<file path="config.mk">
export PLATFORM = sky130hd
export DESIGN_NAME = bf_bus_ctrl_flat
export DESIGN_NICKNAME = d
export VERILOG_FILES = /design/src/rtl/bf_bus_ctrl_if.sv /design/src/rtl/bf_bus_ctrl.sv /design/src/flat_wrapper.sv
export SDC_FILE = /design/constraint.sdc
export NUM_CORES = 1
export LEC_CHECK = 0
export ABC_AREA = 1
export CORE_AREA = 2 2 68 70
export CTS_BUF_LIST = sky130_fd_sc_hd__clkbuf_16
export CTS_CLUSTER_DIAMETER = 60
export CTS_CLUSTER_SIZE = 20
export DETAILED_ROUTE_END_ITERATION = 12
export DIE_AREA = 0 0 70 72
export PLACE_DENSITY = 0.78
export SETUP_SLACK_MARGIN = 0.02
export SYNTH_ARGS = -nofsm -noshare
export SYNTH_HDL_FRONTEND = slang
export SYNTH_SLANG_ARGS = --single-unit
</file>
<file path="constraint.sdc">
create_clock -name clk -period 1.7 [get_ports clk]
set_input_delay 0.34 -clock clk [delete_from_list [all_inputs] [get_ports clk]]
set_output_delay 0.34 -clock clk [all_outputs]
set_load 0.05 [all_outputs]
</file>
<file path="src/rtl/bf_bus_ctrl_if.sv">
// Data-side bus bundle between the Brainfuck CPU, data RAM, TX/RX byte streams and debug port.
// Pure wiring: no storage, no latency.
// Flow control is carried by cpu_ready, tx_valid/tx_ready, rx_valid/rx_ready and dbg_req/dbg_ack.
interface bf_bus_ctrl_if #(
  parameter int DATA_ADDR_WIDTH = 8
);
  logic [DATA_ADDR_WIDTH-1:0] cpu_addr;
  logic [7:0]                 cpu_wdata;
  logic [7:0]                 cpu_rdata;
  logic                       cpu_rd;
  logic                       cpu_wr;
  logic                       cpu_mreq;
  logic                       cpu_ioreq;
  logic                       cpu_ready;
  logic                       ram_en;
  logic                       ram_we;
  logic [DATA_ADDR_WIDTH-1:0] ram_addr;
  logic [7:0]                 ram_wdata;
  logic [7:0]                 ram_rdata;
  logic [7:0]                 tx_data;
  logic                       tx_valid;
  logic                       tx_ready;
  logic [7:0]                 rx_data;
  logic                       rx_valid;
  logic                       rx_ready;
  logic                       dbg_req;
  logic                       dbg_we;
  logic [DATA_ADDR_WIDTH-1:0] dbg_addr;
  logic [7:0]                 dbg_wdata;
  logic [7:0]                 dbg_rdata;
  logic                       dbg_ack;
  logic                       err_o;

  // Controller side
  modport slave (
    input  cpu_addr, cpu_wdata, cpu_rd, cpu_wr, cpu_mreq, cpu_ioreq,
    input  ram_rdata, tx_ready, rx_data, rx_valid,
    input  dbg_req, dbg_we, dbg_addr, dbg_wdata,
    output cpu_rdata, cpu_ready, ram_en, ram_we, ram_addr, ram_wdata,
    output tx_data, tx_valid, rx_ready, dbg_rdata, dbg_ack, err_o
  );

  // CPU / RAM / stream / debug environment side
  modport master (
    output cpu_addr, cpu_wdata, cpu_rd, cpu_wr, cpu_mreq, cpu_ioreq,
    output ram_rdata, tx_ready, rx_data, rx_valid,
    output dbg_req, dbg_we, dbg_addr, dbg_wdata,
    input  cpu_rdata, cpu_ready, ram_en, ram_we, ram_addr, ram_wdata,
    input  tx_data, tx_valid, rx_ready, dbg_rdata, dbg_ack, err_o
  );
endinterface

</file>
<file path="src/rtl/bf_bus_ctrl.sv">
// Data-side bus controller: decodes CPU strobes to RAM/TX/RX, arbitrates RAM between CPU and debug.
// Latency: RAM access 2 cycles (request + ACK); IO 2 cycles plus cycles waiting in IO_TX/IO_RX.
// Backpressure: IO states hold until tx_ready/rx_valid; BF_BUS_IO_TIMEOUT_EN bounds that wait.
module bf_bus_ctrl #(
  parameter int DATA_ADDR_WIDTH = 8,
  parameter int IO_TIMEOUT      = 1023
) (
  input  logic         clk,
  input  logic         rst,
  bf_bus_ctrl_if.slave bus
);

  typedef enum logic [1:0] {IDLE, ACK, IO_TX, IO_RX} state_t;
  typedef enum logic [1:0] {SRC_NONE, SRC_RAM, SRC_IO} src_t;

  localparam logic CPU_LAST = 1'b0;
  localparam logic DBG_LAST = 1'b1;

  state_t                     state_q, state_d;
  src_t                       ack_src_q;
  logic                       ack_dbg_q;
  logic                       last_q;
  logic                       err_q;
  logic [7:0]                 io_q;
  logic                       cpu_any;
  logic                       cpu_valid;
  logic                       grant_cpu;
  logic                       grant_dbg;
  logic                       tmo_hit;
  logic                       tmo_fire;
  logic [DATA_ADDR_WIDTH-1:0] ram_addr_c;

  if (IO_TIMEOUT < 1) begin : g_bad_io_timeout
    $error("IO_TIMEOUT must be at least 1");
  end

  // Any raised strobe is a request; only one-hot space plus one-hot direction is well formed.
  assign cpu_any   = bus.cpu_mreq | bus.cpu_ioreq | bus.cpu_rd | bus.cpu_wr;
  assign cpu_valid = (bus.cpu_mreq ^ bus.cpu_ioreq) & (bus.cpu_rd ^ bus.cpu_wr);

  assign bus.ram_addr = ram_addr_c;
  assign bus.err_o    = err_q;

`ifdef BF_BUS_IO_TIMEOUT_EN
  localparam int TMO_W = $clog2(IO_TIMEOUT + 1);
  logic [TMO_W-1:0] tmo_cnt_q;

  // Count cycles spent waiting in an IO state; cleared whenever outside them.
  always_ff @(posedge clk or posedge rst) begin
    if (rst) begin
      tmo_cnt_q <= '0;
    end else if (state_q == IO_TX || state_q == IO_RX) begin
      tmo_cnt_q <= tmo_cnt_q + 1'b1;
    end else begin
      tmo_cnt_q <= '0;
    end
  end

  assign tmo_hit = (state_q == IO_TX || state_q == IO_RX) &&
                   (tmo_cnt_q == TMO_W'(IO_TIMEOUT - 1));
`else
  assign tmo_hit = 1'b0;
`endif

  // State register.
  always_ff @(posedge clk or posedge rst) begin
    if (rst) begin
      state_q <= IDLE;
    end else begin
      state_q <= state_d;
    end
  end

  // Next state, arbitration and all bus outputs.
  always_comb begin
    state_d       = state_q;
    grant_cpu     = 1'b0;
    grant_dbg     = 1'b0;
    tmo_fire      = 1'b0;
    bus.cpu_rdata = 8'h00;
    bus.cpu_ready = 1'b0;
    bus.ram_en    = 1'b0;
    bus.ram_we    = 1'b0;
    ram_addr_c    = '0;
    bus.ram_wdata = 8'h00;
    bus.tx_data   = 8'h00;
    bus.tx_valid  = 1'b0;
    bus.rx_ready  = 1'b0;
    bus.dbg_rdata = 8'h00;
    bus.dbg_ack   = 1'b0;

    case (state_q)
      IDLE: begin
        // On contention the side that was not served last wins.
        if (cpu_any && (!bus.dbg_req || last_q == DBG_LAST)) begin
          grant_cpu = 1'b1;
        end else if (bus.dbg_req) begin
          grant_dbg = 1'b1;
        end

        if (grant_cpu) begin
          if (!cpu_valid) begin
            state_d = ACK;
          end else if (bus.cpu_mreq) begin
            bus.ram_en    = 1'b1;
            bus.ram_we    = bus.cpu_wr;
            ram_addr_c    = bus.cpu_addr;
            bus.ram_wdata = bus.cpu_wdata;
            state_d       = ACK;
          end else if (bus.cpu_wr) begin
            state_d = IO_TX;
          end else begin
            state_d = IO_RX;
          end
        end else if (grant_dbg) begin
          bus.ram_en    = 1'b1;
          bus.ram_we    = bus.dbg_we;
          ram_addr_c    = bus.dbg_addr;
          bus.ram_wdata = bus.dbg_wdata;
          state_d       = ACK;
        end
      end

      IO_TX: begin
        bus.tx_valid = 1'b1;
        bus.tx_data  = bus.cpu_wdata;
        if (bus.tx_ready) begin
          state_d = ACK;
        end else if (tmo_hit) begin
          tmo_fire = 1'b1;
          state_d  = ACK;
        end
      end

      IO_RX: begin
        bus.rx_ready = 1'b1;
        if (bus.rx_valid) begin
          state_d = ACK;
        end else if (tmo_hit) begin
          tmo_fire = 1'b1;
          state_d  = ACK;
        end
      end

      ACK: begin
        // Strobes are still held here; they are not looked at until the next IDLE.
        if (ack_dbg_q) begin
          bus.dbg_ack   = 1'b1;
          bus.dbg_rdata = bus.ram_rdata;
        end else begin
          bus.cpu_ready = 1'b1;
          case (ack_src_q)
            SRC_RAM: bus.cpu_rdata = bus.ram_rdata;
            SRC_IO:  bus.cpu_rdata = io_q;
            default: bus.cpu_rdata = 8'h00;
          endcase
        end
        state_d = IDLE;
      end

      default: state_d = IDLE;
    endcase
  end

  // Grant history, ACK tagging, RX capture and sticky error flag.
  always_ff @(posedge clk or posedge rst) begin
    if (rst) begin
      last_q    <= DBG_LAST;
      ack_dbg_q <= 1'b0;
      ack_src_q <= SRC_NONE;
      io_q      <= 8'h00;
      err_q     <= 1'b0;
    end else begin
      if (grant_cpu) begin
        last_q    <= CPU_LAST;
        ack_dbg_q <= 1'b0;
        if (cpu_valid && bus.cpu_rd) begin
          ack_src_q <= bus.cpu_mreq ? SRC_RAM : SRC_IO;
        end else begin
          ack_src_q <= SRC_NONE;
        end
      end else if (grant_dbg) begin
        last_q    <= DBG_LAST;
        ack_dbg_q <= 1'b1;
        ack_src_q <= SRC_NONE;
      end

      if (state_q == IO_RX && bus.rx_valid) begin
        io_q <= bus.rx_data;
      end else if (state_q == IO_RX && tmo_fire) begin
        io_q <= 8'h00;
      end

      if ((grant_cpu && !cpu_valid) || tmo_fire) begin
        err_q <= 1'b1;
      end
    end
  end

endmodule

</file>
<file path="src/flat_wrapper.sv">
// flat-port wrapper written by rule: the top's interface ports become plain ports
module bf_bus_ctrl_flat 
#(
  parameter int DATA_ADDR_WIDTH = 8,
  parameter int IO_TIMEOUT      = 1023
)
  (clk, rst, bus_cpu_addr, bus_cpu_wdata, bus_cpu_rd, bus_cpu_wr, bus_cpu_mreq, bus_cpu_ioreq, bus_ram_rdata, bus_tx_ready, bus_rx_data, bus_rx_valid, bus_dbg_req, bus_dbg_we, bus_dbg_addr, bus_dbg_wdata, bus_cpu_rdata, bus_cpu_ready, bus_ram_en, bus_ram_we, bus_ram_addr, bus_ram_wdata, bus_tx_data, bus_tx_valid, bus_rx_ready, bus_dbg_rdata, bus_dbg_ack, bus_err_o);
  bf_bus_ctrl_if #(.DATA_ADDR_WIDTH(DATA_ADDR_WIDTH)) bus_i ();
  input  logic clk;
  input  logic rst;
  input wire logic [$bits(bus_i.cpu_addr)-1:0] bus_cpu_addr;
  input wire logic [$bits(bus_i.cpu_wdata)-1:0] bus_cpu_wdata;
  input wire logic [$bits(bus_i.cpu_rd)-1:0] bus_cpu_rd;
  input wire logic [$bits(bus_i.cpu_wr)-1:0] bus_cpu_wr;
  input wire logic [$bits(bus_i.cpu_mreq)-1:0] bus_cpu_mreq;
  input wire logic [$bits(bus_i.cpu_ioreq)-1:0] bus_cpu_ioreq;
  input wire logic [$bits(bus_i.ram_rdata)-1:0] bus_ram_rdata;
  input wire logic [$bits(bus_i.tx_ready)-1:0] bus_tx_ready;
  input wire logic [$bits(bus_i.rx_data)-1:0] bus_rx_data;
  input wire logic [$bits(bus_i.rx_valid)-1:0] bus_rx_valid;
  input wire logic [$bits(bus_i.dbg_req)-1:0] bus_dbg_req;
  input wire logic [$bits(bus_i.dbg_we)-1:0] bus_dbg_we;
  input wire logic [$bits(bus_i.dbg_addr)-1:0] bus_dbg_addr;
  input wire logic [$bits(bus_i.dbg_wdata)-1:0] bus_dbg_wdata;
  output wire logic [$bits(bus_i.cpu_rdata)-1:0] bus_cpu_rdata;
  output wire logic [$bits(bus_i.cpu_ready)-1:0] bus_cpu_ready;
  output wire logic [$bits(bus_i.ram_en)-1:0] bus_ram_en;
  output wire logic [$bits(bus_i.ram_we)-1:0] bus_ram_we;
  output wire logic [$bits(bus_i.ram_addr)-1:0] bus_ram_addr;
  output wire logic [$bits(bus_i.ram_wdata)-1:0] bus_ram_wdata;
  output wire logic [$bits(bus_i.tx_data)-1:0] bus_tx_data;
  output wire logic [$bits(bus_i.tx_valid)-1:0] bus_tx_valid;
  output wire logic [$bits(bus_i.rx_ready)-1:0] bus_rx_ready;
  output wire logic [$bits(bus_i.dbg_rdata)-1:0] bus_dbg_rdata;
  output wire logic [$bits(bus_i.dbg_ack)-1:0] bus_dbg_ack;
  output wire logic [$bits(bus_i.err_o)-1:0] bus_err_o;
  assign bus_i.cpu_addr = bus_cpu_addr;
  assign bus_i.cpu_wdata = bus_cpu_wdata;
  assign bus_i.cpu_rd = bus_cpu_rd;
  assign bus_i.cpu_wr = bus_cpu_wr;
  assign bus_i.cpu_mreq = bus_cpu_mreq;
  assign bus_i.cpu_ioreq = bus_cpu_ioreq;
  assign bus_i.ram_rdata = bus_ram_rdata;
  assign bus_i.tx_ready = bus_tx_ready;
  assign bus_i.rx_data = bus_rx_data;
  assign bus_i.rx_valid = bus_rx_valid;
  assign bus_i.dbg_req = bus_dbg_req;
  assign bus_i.dbg_we = bus_dbg_we;
  assign bus_i.dbg_addr = bus_dbg_addr;
  assign bus_i.dbg_wdata = bus_dbg_wdata;
  assign bus_cpu_rdata = bus_i.cpu_rdata;
  assign bus_cpu_ready = bus_i.cpu_ready;
  assign bus_ram_en = bus_i.ram_en;
  assign bus_ram_we = bus_i.ram_we;
  assign bus_ram_addr = bus_i.ram_addr;
  assign bus_ram_wdata = bus_i.ram_wdata;
  assign bus_tx_data = bus_i.tx_data;
  assign bus_tx_valid = bus_i.tx_valid;
  assign bus_rx_ready = bus_i.rx_ready;
  assign bus_dbg_rdata = bus_i.dbg_rdata;
  assign bus_dbg_ack = bus_i.dbg_ack;
  assign bus_err_o = bus_i.err_o;
  bf_bus_ctrl #(.DATA_ADDR_WIDTH(DATA_ADDR_WIDTH), .IO_TIMEOUT(IO_TIMEOUT)) u_core (.clk(clk), .rst(rst), .bus(bus_i));
endmodule
</file>
==> key figures, run 1 <==
STA
  – Tmin final: approximately 2.1 ns
  – RSZ-0062 raised after global routing: true
  – Max-slew violation count: 0
  – Period utilization: 1.24
  – Final hold viol count: 0
  – Setup TNS: -9.46 ns
  – WHS: 0.416 ns
  – F_max: 0.473 GHz
  – Final worst setup slack: -0.413 ns
  – Setup Viol. Count Final: 36
  – Least-Margin Pin Slew: about 0.33 ns
  – Slew HR: 0.780
  – Skew final: 0.00502 ns

Power
  – Pwr/cell area: 1120 mW/mm^2
  – Power consumption: 4.42 mW
  – Leakage Power: around 1.6 nW
  – Worst IR Drop VDD: 795 uV

Clocking
  – Max H-tree Level: 1
  – Clock-pin slew on the worst setup and hold paths: 0.05 ns
  – CTS buffer count: 3
  – Max clock buf depth: 2
  – Clk Latency, worst-skew pair: 0.25 ns
  – Post-CTS Hold Buffers: 0
  – CTS sink cnt: 15
  – CTS tree: done
  – Clock root buffer: clkbuf_16

Floorplan
  – Die Y: 72 um
  – Die W: 70 um
  – I/O pin cnt: between 100 and 150
  – Core area: 0.00426 mm^2
  – Initial Utilization: 0.332
  – Die Area: 0.00504 mm^2
  – # rows: 24

Route
  – Vias per inst: 5.58
  – Residual DRC: 0
  – Post-route antenna net violation count: 0
  – DRT iter0 DRCs: 169
  – Pre-antenna DRT Iters: 5
  – WL/cell: 22.4 um
  – Routed WL: approximately 9000 um
  – Total number of vias: 2,219

Logic synthesis
  – Post-synth top area cell: dfrtp_1
  – Area contributors post-synth: dfrtp_1 25%, nand2_1 15%, nand3_1 11%, inv_1 7.1%, nand3_2 7.1%
  – Seq cells post-synth: 15
  – Share of the synthesized area in the top cell type: 0.247
  – Syn Inst Count: ~210
  – Syn Nets: 270
  – Register area share after synthesis: 0.266
  – Syn_area_per_cell: roughly 6.8 um^2
  – Synth Cell Area: 0.00142 mm^2
  – Distinct cells, synth: 28
  – Yosys warns: 0

Run status
  – Failing checks: setup timing
  – Status: complete, but fails checks

Placed design
  – Gpl congestion: 0.814
  – Placement Cell Area: 0.00350 mm^2
  – IO Port Bufs: 104
  – Dpl hpwl: 4920 um
  – DP Worst Slack: -0.691 ns
  – Placed Instances: ~370

Cells and area
  – Finished Layout Cells: 398
  – Share of cells above drive strength 1: 0.577
  – Sequential cell area: between 300 and 400 um^2
  – Final net count: 407
  – Fillers: between 100 and 150
  – Multi-input gate area: about 0.0015 mm^2
  – Final Cell Area: 0.00397 mm^2
  – Post-layout util: 0.930
  – Most frequent cells in the layout: 52 x clkdlybuf4s50_1, 52 x buf_12, 33 x nand2_1
  – Area growth, synth to finish: 180%

Global route
  – Total GRT Usage: 0.329
  – Initial antenna violation count: 1
  – Largest net degree at the start of global routing: 20
  – First-pass GRT wire length: 12,600 um
  – Total congestion overflow: 0
  – Vias in the first global route: 2,311

Setup path
  – Arrival @ worst endpoint: between 1.5 and 2 ns
  – CP max FO: 4
  – CP Data Required Time: 1.36 ns
  – Crit start category: register
  – Setup CP Type: reg2out
  – CP endpoint kind: output port

Job
  – Max_cap viols: 0

Hold path
  – Worst Hold Class: in2reg
==> routing by layer <==
layer	global-route usage	up-vias	share of wire
met5	0	-	0
met4	0.207	0	0.048
met3	0.0778	35	0.058
met2	0.597	145	0.54
met1	0.343	1102	0.35
li1	-	937	-
==> timing repair <==
item	4_1_cts	5_1_grt
pin swaps	12	7
resized for setup	49	18
endpoints found under the setup margin	47	46
cloned	2	0
setup buffers	15	3
==> power by group <==
part           leakage, nW  switching (mW)  internal (mW)  total [mW]
clock network       0.0409           0.159          0.315       0.474
logic                 1.37            1.88           1.43        3.32
registers            0.185           0.128          0.501       0.629
==> synthesized netlist by cell type (all sizes together) <==
master	count
o21bai	2
mux2	8
o21ai	2
nor3b	1
nand4	1
nand3	42
nand2	61
inv	29
ha	3
buf	7
nor3	1
nor2	27
a21oi	8
dfstp	1
dfrtp	14
clkbuf	2
==> cell type report <==
type	count	area share
repair buffers	140	0.468
multi-input cells	157	0.370
flip-flops and latches	15	0.0953
inverters	29	0.0297
clock buffers	3	0.0189
well taps	52	0.0164
clock inverters	1	0.00126
diodes	1	0.000631
==> cells by family (layout without fill, tap and decap cells) <==
group	Yosys count	in the layout	synth area share
compound gates	12	12	0.0459
fa+ha+maj	3	3	0.0265
buf+inv	38	173	0.132
flops	15	15	0.266
mux	8	8	0.0636
other cells	0	1	0
simple gates	133	134	0.466
==> path summary, 6_finish.rpt <==
check	depth (start not counted)	slack, ns	end	from
hold / removal	4	0.42	u_core.ack_src_q[1]	bus_cpu_mreq
max in group asynchronous	3	1.03	u_core.last_q	rst
setup reg to reg	8	0.09	u_core.bus.err_o	u_core.last_q
hold reg to reg	1	0.51	u_core.io_q[7]	u_core.io_q[7]
setup / recovery	7	-0.41	bus_ram_wdata[5]	u_core.last_q
min in group asynchronous	3	0.43	u_core.ack_src_q[1]	rst
==> critical path, cell delays in order (launching register included) <==
cell	delay, ns
dfstp_2	0.53
inv_2	0.04
nand2_2	0.08
nor3b_4	0.34
buf_6	0.20
nand3_2	0.11
nand2_4	0.09
buf_12	0.13
==> flip-flops by register name (all words and copies together), names as in the netlist <==
signal	count
u_core.io_q	8
u_core.last_q	1
u_core.bus.err_o	1
u_core.ack_dbg_q	1
u_core.ack_src_q	2
u_core.state_q	2
Power figures use the tool's default switching activity.
==> inputs of run 2 (changes only) <==
- CORE_AREA: 2 2 68 70 -> 2 2 52 54
- DIE_AREA: 0 0 70 72 -> 0 0 54 56
- DONT_BUFFER_PORTS: not set -> 1
- PLACE_DENSITY: 0.78 -> 0.73
==> key figures, run 2 <==
Floorplan
  – # rows: 18 (-25%)
  – Initial Utilization: 0.583 (+0.250)
  – Die W: 54 um (-23%)
  – I/O pin cnt: 105 (unchanged)
  – Die Y: 56 um (-22%)

Logic synthesis
  – Cell with the most instances after synthesis: nand2_1
  – Post-synth top area cell: dfrtp_1
  – Synth async-reset ratio: 1.00 (unchanged)
  – Share of the synthesized area in the top cell type: 0.247 (unchanged)
  – Most used DFF post-synth: dfrtp_1
  – Post-synth top cells: 57 x nand2_1, 32 x nand3_1, 27 x inv_1, 24 x nor2_1, 14 x dfrtp_1
  – Seq cells post-synth: 15 (unchanged)
  – Syn_area_per_cell: 6.78 um^2 (unchanged)
  – Distinct cells, synth: 28 (unchanged)
  – Yosys warns: 0 (unchanged)
  – Syn Nets: 270 (unchanged)
  – Area contributors post-synth: dfrtp_1 25%, nand2_1 15%, nand3_1 11%, inv_1 7.1%, nand3_2 7.1%
  – Syn Inst Count: 209 (unchanged)
  – EDFF count, synth: 0 (unchanged)
  – Synth Cell Area: 0.00142 mm^2 (unchanged)
  – Register area share after synthesis: 0.266 (unchanged)

Run status
  – First Err: [ERROR DPL-0038] Utilization greater than 100%, impossible to legalize
  – Fail Step: 4_1_cts
  – Status: did not finish

Clocking
  – PostCTS Resize Cnt: 35 (-29%)
  – CTS buffer count: 3 (unchanged)
  – CTS sink cnt: 15 (unchanged)
  – Postcts setup bufs: 10 (-5)
  – Clock root buffer: clkbuf_16
  – Max clock buf depth: 2 (unchanged)
  – Post-CTS Hold Buffers: 0 (unchanged)
  – Max H-tree Level: 1 (unchanged)

Placed design
  – IO Port Bufs: 0 (-100%)
  – Dpl hpwl: 4330 um (-12%)
  – Gpl congestion: 0.838 (+3.0%)
run 2: cell counts after synthesis:
No cell type changed its count.
run 2: cells by family after synthesis:
kind of cell | synth area share
buffers and inverters | 0.132
muxes | 0.0636
adders and majority gates | 0.0265
AOI/OAI and AO/OA | 0.0459
DFF | 0.266
and+or+nand+nor | 0.466
run 2: through the flow:
stage	std cells	setup TNS, ns	area (um^2)	util	setup slack [ns]
after global placement	269	-1.12	2310	0.950	-0.0849
after detailed placement	269	-2.62	2310	0.950	-0.187
after floorplan	209	-2.73	1820	-	-0.181
==> inputs of run 3 (changes only) <==
- CORE_AREA: 2 2 52 54 -> 2 2 63 65
- CTS_BUF_LIST: sky130_fd_sc_hd__clkbuf_16 -> not set
- CTS_CLUSTER_DIAMETER: 60 -> not set
- CTS_CLUSTER_SIZE: 20 -> not set
- DIE_AREA: 0 0 54 56 -> 0 0 65 67
- PLACE_DENSITY: 0.73 -> not set
- PLACE_DENSITY_LB_ADDON: not set -> 0.15
- SETUP_SLACK_MARGIN: 0.02 -> not set
==> key figures, run 3 (synthesis results as in run 1) <==
STA
  – F_max: 0.507 GHz
  – Final worst setup slack: -0.271 ns
  – Least-Margin Pin Slew: 0.575 ns
  – Setup TNS: -5.95 ns
  – Setup Viol. Count Final: 34
  – Max-slew violation count: 0
  – Final hold viol count: 0
  – Tmin final: 1.97 ns
  – RSZ-0062 raised after global routing: true
  – Slew HR: 0.616
  – Period utilization: 1.16
  – Skew final: 0.00779 ns

Global route
  – Initial antenna violation count: 0
  – Total congestion overflow: 0
  – First-pass GRT wire length: 7110 um
  – Vias in the first global route: about 1,600
  – Largest net degree at the start of global routing: 20
  – Total GRT Usage: 0.207

Setup path
  – Setup CP Type: reg2out
  – RR Startpoint: u_core.last_q
  – Worst R2R Path Depth: 10
  – CP max FO: 4
  – CP endpoint kind: output port
  – FF-to-FF End: u_core.ack_src_q[0]
  – CP Data Required Time: 1.36 ns
  – R2r setup slk: 0.14 ns
  – Crit start category: register
  – Arrival @ worst endpoint: approximately 1.6 ns

Clocking
  – Clock root buffer: clkbuf_8
  – Max clock buf depth: 2 (unchanged)
  – Clk Latency, worst-skew pair: 0.25 ns
  – CTS tree: done
  – Clock-pin slew on the worst setup and hold paths: 0.06 ns
  – Max H-tree Level: 1 (unchanged)
  – CTS buffer count: 3 (unchanged)
  – CTS sink cnt: 15 (unchanged)

Route
  – WL/cell: 15.5 um
  – Total number of vias: 1,582
  – Post-route antenna net violation count: 0
  – Pre-antenna DRT Iters: 4
  – Vias per inst: around 5.2
  – Routed WL: 4750 um
  – Residual DRC: 0
  – DRT iter0 DRCs: 46

Floorplan
  – # rows: 22 (+4)
  – Initial Utilization: 0.393 (-0.190)
  – Die Y: 67 um (+20%)
  – I/O pin cnt: 105 (unchanged)
  – Core area: 0.00361 mm^2
  – Die W: 65 um (+20%)
  – Die Area: 0.00436 mm^2

Placed design
  – Placed Instances: 287 (+6.7%)
  – IO Port Bufs: 0 (unchanged)
  – Gpl congestion: 0.804 (-4.1%)
  – Placement Cell Area: 0.00233 mm^2 (+0.98%)
  – Dpl hpwl: 3630 um (-16%)

Cells and area
  – Post-layout util: 0.754
  – Finished Layout Cells: about 310
  – Area growth, synth to finish: 91.9%
  – Commonest non-fill, non-tap cell in the layout: nand2_1
  – Final Cell Area: between 0.002 and 0.003 mm^2
  – Most frequent cells in the layout: 34 x nand2_1, 23 x buf_12, 22 x inv_1
  – Share of cells above drive strength 1: 0.605
  – Ant diodes: 0
  – Biggest regs: u_core.io_q x8, u_core.ack_src_q x2, u_core.state_q x2
  – Final net count: 320
  – Max reg flops: 8
  – Largest Register: u_core.io_q

Power
  – Pwr/cell area: 1240 mW/mm^2
  – Power consumption: about 3.4 mW
  – Worst IR Drop VDD: approximately 740 uV
  – Leakage Power: 1.13 nW

Run status
  – Status: complete, but fails checks
  – Failing checks: setup timing

Job
  – Max_cap viols: 0

Hold path
  – Worst Hold Class: in2async
## run 3: cell type report
| cell class | instances | area, um^2 |
|---|---|---|
| well taps | 48 | 60.1 |
| fillers | 251 | 886 |
| multi-input cells | 156 | 1330 |
| inverters | 29 | 115 |
| repair buffers | 54 | 792 |
| clock buffers | 4 | 45.0 |
| flip-flops and latches | 15 | 378 |
## run 3: worst max-delay path by stage
stage	startpoint	to	slack, ns	depth (start not counted)
final	u_core.last_q	bus_ram_wdata[3]	-0.27	7
after global routing	u_core.last_q	bus_ram_we	-0.37	7
after CTS	u_core.last_q	bus_ram_addr[4]	-0.23	6
after detailed placement	bus_cpu_mreq	bus_ram_addr[4]	-0.13	7
after global placement	bus_cpu_mreq	bus_ram_addr[7]	-0.08	7
after floorplan	u_core.state_q[0]	bus_tx_data[0]	-0.18	3
## run 3: what timing repair did
item | CTS | global route
pin swaps | 4 | 5
hold buffers | 0 | 0
setup endpoints to repair | 43 | 35
resized for setup | 22 | 21
gates cloned | 0 | 2
buffers inserted | 8 | 7
## run 3: stage by stage
stage	worst slack, ns	hold slack [ns]
after floorplan	-0.181	0.241
after global placement	-0.0794	0.305
after detailed placement	-0.129	0.327
after CTS	-0.231	0.0531
after global routing	-0.368	0.0814
final	-0.271	0.0286
## run 3: critical path: stages (launching register included)
cell and delay, ns:
dfstp_2 0.53, inv_2 0.04, nand2_2 0.06, nor3b_4 0.21
buf_12 0.15, clkbuf_16 0.13, nand3_1 0.10, nand2_4 0.17
## run 3: power by group
part / total [mW] / internal (mW) / switching [mW]
combinational: 2.47 / 0.940 / 1.53
clock: 0.293 / 0.166 / 0.127
sequential: 0.597 / 0.500 / 0.0964
## run 3: routing by layer
metal,global-route usage,share of wire
met4,0.0346,0.0048
met2,0.387,0.55
met3,0.0676,0.070
met1,0.232,0.37
met5,0,0
==> inputs of run 4 (changes only) <==
- ABC_AREA: 1 -> not set
- ABC_CLOCK_PERIOD_IN_PS: not set -> 1700
==> key figures, run 4 <==
Floorplan
  – Die W: 65 um (unchanged)
  – Die Area: 0.00436 mm^2 (unchanged)
  – Initial Utilization: 0.358 (-0.0354)
  – Core area: 0.00361 mm^2 (unchanged)
  – Die Y: 67 um (unchanged)
  – # rows: 22 (unchanged)
  – I/O pin cnt: 105 (unchanged)

Power
  – Switching part of the total power: 0.488 (-0.0344)
  – Switching power: 1.64 mW (-6.4%)
  – Clock power share: 0.084 (-0.003)
  – Pwr/cell area: 1250 mW/mm^2 (+1.4%)
  – Sequential share of power: 0.190 (+0.013)
  – P_int: 1.73 mW (+7.5%)
  – Worst IR Drop VDD: 635 uV (-15%)
  – Combinational share of power: 0.726 (-0.009)
  – Leakage Power: 0.982 nW (-13%)
  – Power consumption: 3.37 mW (+0.26%)

Clocking
  – Max H-tree Level: 1 (unchanged)
  – Clock-pin slew on the worst setup and hold paths: 0.06 ns (about the same)
  – Max clock buf depth: 2 (unchanged)
  – Clock root buffer: clkbuf_8
  – CTS buffer count: 3 (unchanged)
  – CTS tree: done
  – CTS sink cnt: 15 (unchanged)
  – Clk Latency, worst-skew pair: 0.25 ns (about the same)

Setup path
  – Crit start category: register
  – Setup CP Type: reg2out
  – CP endpoint kind: output port
  – FF-to-FF End: u_core.state_q[0]
  – CP max FO: 8 (+4)
  – Worst Path Buf+Inv: 2 (-1)
  – Arrival @ worst endpoint: 1.73 ns (+0.10 ns)
  – Critical path, cell by cell: inv_1 -> ha_1 -> or3_4 -> nor2_4 -> buf_12
  – CP Data Required Time: 1.36 ns (about the same)
  – Worst R2R Path Depth: 4 (-6)
  – Worst path max stage delay: 0.46 ns (-0.07 ns)
  – Max stage delay cell, worst path: or3_4
  – R2r setup slk: 0.20 ns (+0.06 ns)
  – CP top delay family: simple AND/OR/NAND/NOR gates
  – RR Startpoint: u_core.state_q[0]

Global route
  – First-pass GRT wire length: 7430 um (+4.5%)
  – Total GRT Usage: 0.221 (+0.0136)
  – Largest net degree at the start of global routing: 20 (unchanged)
  – Total congestion overflow: 0 (unchanged)
  – Vias in the first global route: 1,559 (-1.0%)
  – Initial antenna violation count: 0 (unchanged)

Route
  – Pre-antenna DRT Iters: 4 (unchanged)
  – DRT iter0 DRCs: 59 (+28%)
  – Total number of vias: 1,488 (-5.9%)
  – Routed WL: 4930 um (+3.6%)
  – Top Metal Used: met4
  – Met3 WL: 298 um (-11%)
  – WL/cell: 18.9 um (+21%)
  – Wl on met1: 1700 um (-3.6%)
  – Post-route antenna net violation count: 0 (unchanged)
  – Residual DRC: 0 (unchanged)
  – Vias per inst: 5.70 (+10%)
  – Routed wire length on met2: 2860 um (+8.2%)

Logic synthesis
  – Synth Cell Area: 0.00129 mm^2 (-9.0%)
  – Syn_area_per_cell: 7.87 um^2 (+16%)
  – Cell with the most instances after synthesis: nand2_1
  – Post-synth top area cell: dfrtp_1
  – Seq cells post-synth: 15 (unchanged)
  – Synth async-reset ratio: 1.00 (unchanged)
  – Post-synth top cells: 21 x nand2_1, 17 x and2_1, 17 x nand3_1, 17 x o22ai_1, 14 x dfrtp_1
  – Register area share after synthesis: 0.292 (+0.0263)
  – Share of the synthesized area in the top cell type: 0.272 (+0.0244)
  – Yosys warns: 0 (unchanged)
  – Most used DFF post-synth: dfrtp_1
  – Syn Inst Count: 164 (-22%)
  – EDFF count, synth: 0 (unchanged)
  – Area contributors post-synth: dfrtp_1 27%, and2_1 8.2%, o22ai_1 8.2%, mux2_2 7.0%, nand3_1 6.6%
  – Distinct cells, synth: 37 (+32%)
  – Syn Nets: 225 (-17%)

Placed design
  – Dpl hpwl: 3840 um (+5.7%)
  – IO Port Bufs: 0 (unchanged)
  – Gpl congestion: 0.787 (-2.1%)
  – Placed Instances: 256 (-11%)
  – DP Worst Slack: -0.150 ns (-0.0215 ns)

STA
  – Max-slew violation count: 0 (unchanged)
  – Skew final: 0.00239 ns (-0.00540 ns)
  – F_max: 0.483 GHz (-4.8%)
  – Least-Margin Pin Slew: 0.570 ns (-0.00544 ns)
  – WHS: 0.0317 ns (+0.00307 ns)
  – Final worst setup slack: -0.371 ns (-0.100 ns)
  – Period utilization: 1.22 (+0.0589)
  – RSZ-0062 raised after global routing: true
  – Final hold viol count: 0 (unchanged)
  – Setup Viol. Count Final: 42 (+24%)
  – Tmin final: 2.07 ns (+0.100 ns)
  – Slew HR: 0.620 (+0.00363)

Cells and area
  – Multi-input gate area: 0.00126 mm^2 (-4.9%)
  – Area growth, synth to finish: 109%
  – Max reg flops: 8 (unchanged)
  – Sequential cell area: 378 um^2 (unchanged)
  – Share of cells above drive strength 1: 0.615 (+0.0104)
  – Finished Layout Cells: 261 (-15%)
  – Fillers: 252 (+0.40%)
  – Most frequent cells in the layout: 36 x buf_12, 21 x nand2_1, 17 x and2_4, 17 x o22ai_4, 16 x nand3_1
  – Ant diodes: 0 (unchanged)
  – Largest Register: u_core.io_q
  – Commonest non-fill, non-tap cell in the layout: buf_12
  – Final net count: 275 (-14%)
  – Biggest regs: u_core.io_q x8, u_core.ack_src_q x2, u_core.state_q x2

Job
  – Max_cap viols: 0 (unchanged)

Run status
  – Failing checks: setup timing
  – Status: complete, but fails checks

Hold path
  – Worst Hold Class: in2async
## run 4: cell types whose count changed after synthesis, moves of 5 or more
cell,delta
a21oi_1,-7
a22oi_1,+9
and2_1,+17
buf_2,+5
inv_1,-21
nand2_1,-36
nand3_1,-15
nand3_2,-10
nor2_1,-13
o22ai_1,+17
## run 4: timing repair
| item | 4_1_cts | 5_1_grt |
|---|---|---|
| endpoints found under the setup margin | 44 | 44 |
| gates cloned | 1 | 1 |
| resized for setup | 8 | 17 |
| setup buffers | 1 | 0 |
| hold buffers | 0 | 0 |
| pin swaps | 4 | 1 |
## run 4: routing by layer
metal  vias up  GRT usage
li1        683          -
met1       728      0.245
met2        68      0.432
met3         9     0.0372
met4         0     0.0559
met5         -          0
## run 4: worst max path at each step
stage                                    from          endpoint  cells past startpoint
after global placement           bus_cpu_mreq   bus_ram_addr[0]                      7
after CTS                 u_core.ack_src_q[0]  bus_cpu_rdata[2]                      5
after global routing      u_core.ack_src_q[0]  bus_cpu_rdata[6]                      5
final                     u_core.ack_src_q[0]  bus_cpu_rdata[6]                      5
after floorplan                  bus_cpu_mreq        bus_ram_en                      7
after detailed placement         bus_cpu_mreq  bus_ram_wdata[2]                      7
## run 4: per-stage QoR
stage / TNS (ns) / instance area [um^2] / utilization
floorplan: -5.29 / 1740 / -
finish: -8.91 / 2690 / 0.746
global route: -11.59 / 2690 / 0.746
global placement: -2.28 / 2570 / 0.712
detailed placement: -2.79 / 2570 / 0.712
CTS: -9.72 / 2630 / 0.730
## run 4: worst reg2reg max path, stage by stage (launching register included)
cell,delay (ns)
dfrtp_2,0.54
buf_4,0.19
nand3_2,0.21
o21a_1,0.19
o31ai_1,0.26
## run 4: layout make-up
| class | count | share of cell area |
|---|---|---|
| Tap cell | 48 | 0.0223 |
| Timing Repair Buffer | 57 | 0.335 |
| Multi-Input combinational cell | 131 | 0.470 |
| Clock buffer | 3 | 0.0153 |
| Sequential cell | 15 | 0.140 |
| Inverter | 6 | 0.0149 |
| Clock inverter | 1 | 0.00186 |
## run 4: power by group through the flow
stage	registers [mW]	logic (mW)	clock network, mW
3_5_place_dp	0.613	2.32	0
6_report	0.640	2.45	0.284
5_1_grt	0.661	2.57	0.305
3_3_place_gp	0.606	2.27	0
4_1_cts	0.617	2.38	0.294
2_1_floorplan	0.560	1.65	0
## run 4: cells by family after synthesis
logic type	count (synthesis)	share of synthesized area
flip-flops	15	0.292
multiplexers	9	0.0776
AND/OR/NAND/NOR	81	0.335
buffers and inverters	20	0.0757
XOR/XNOR	1	0.00679
AO/OA/AOI/OAI	35	0.184
adder cells (fa/ha/maj)	3	0.0291
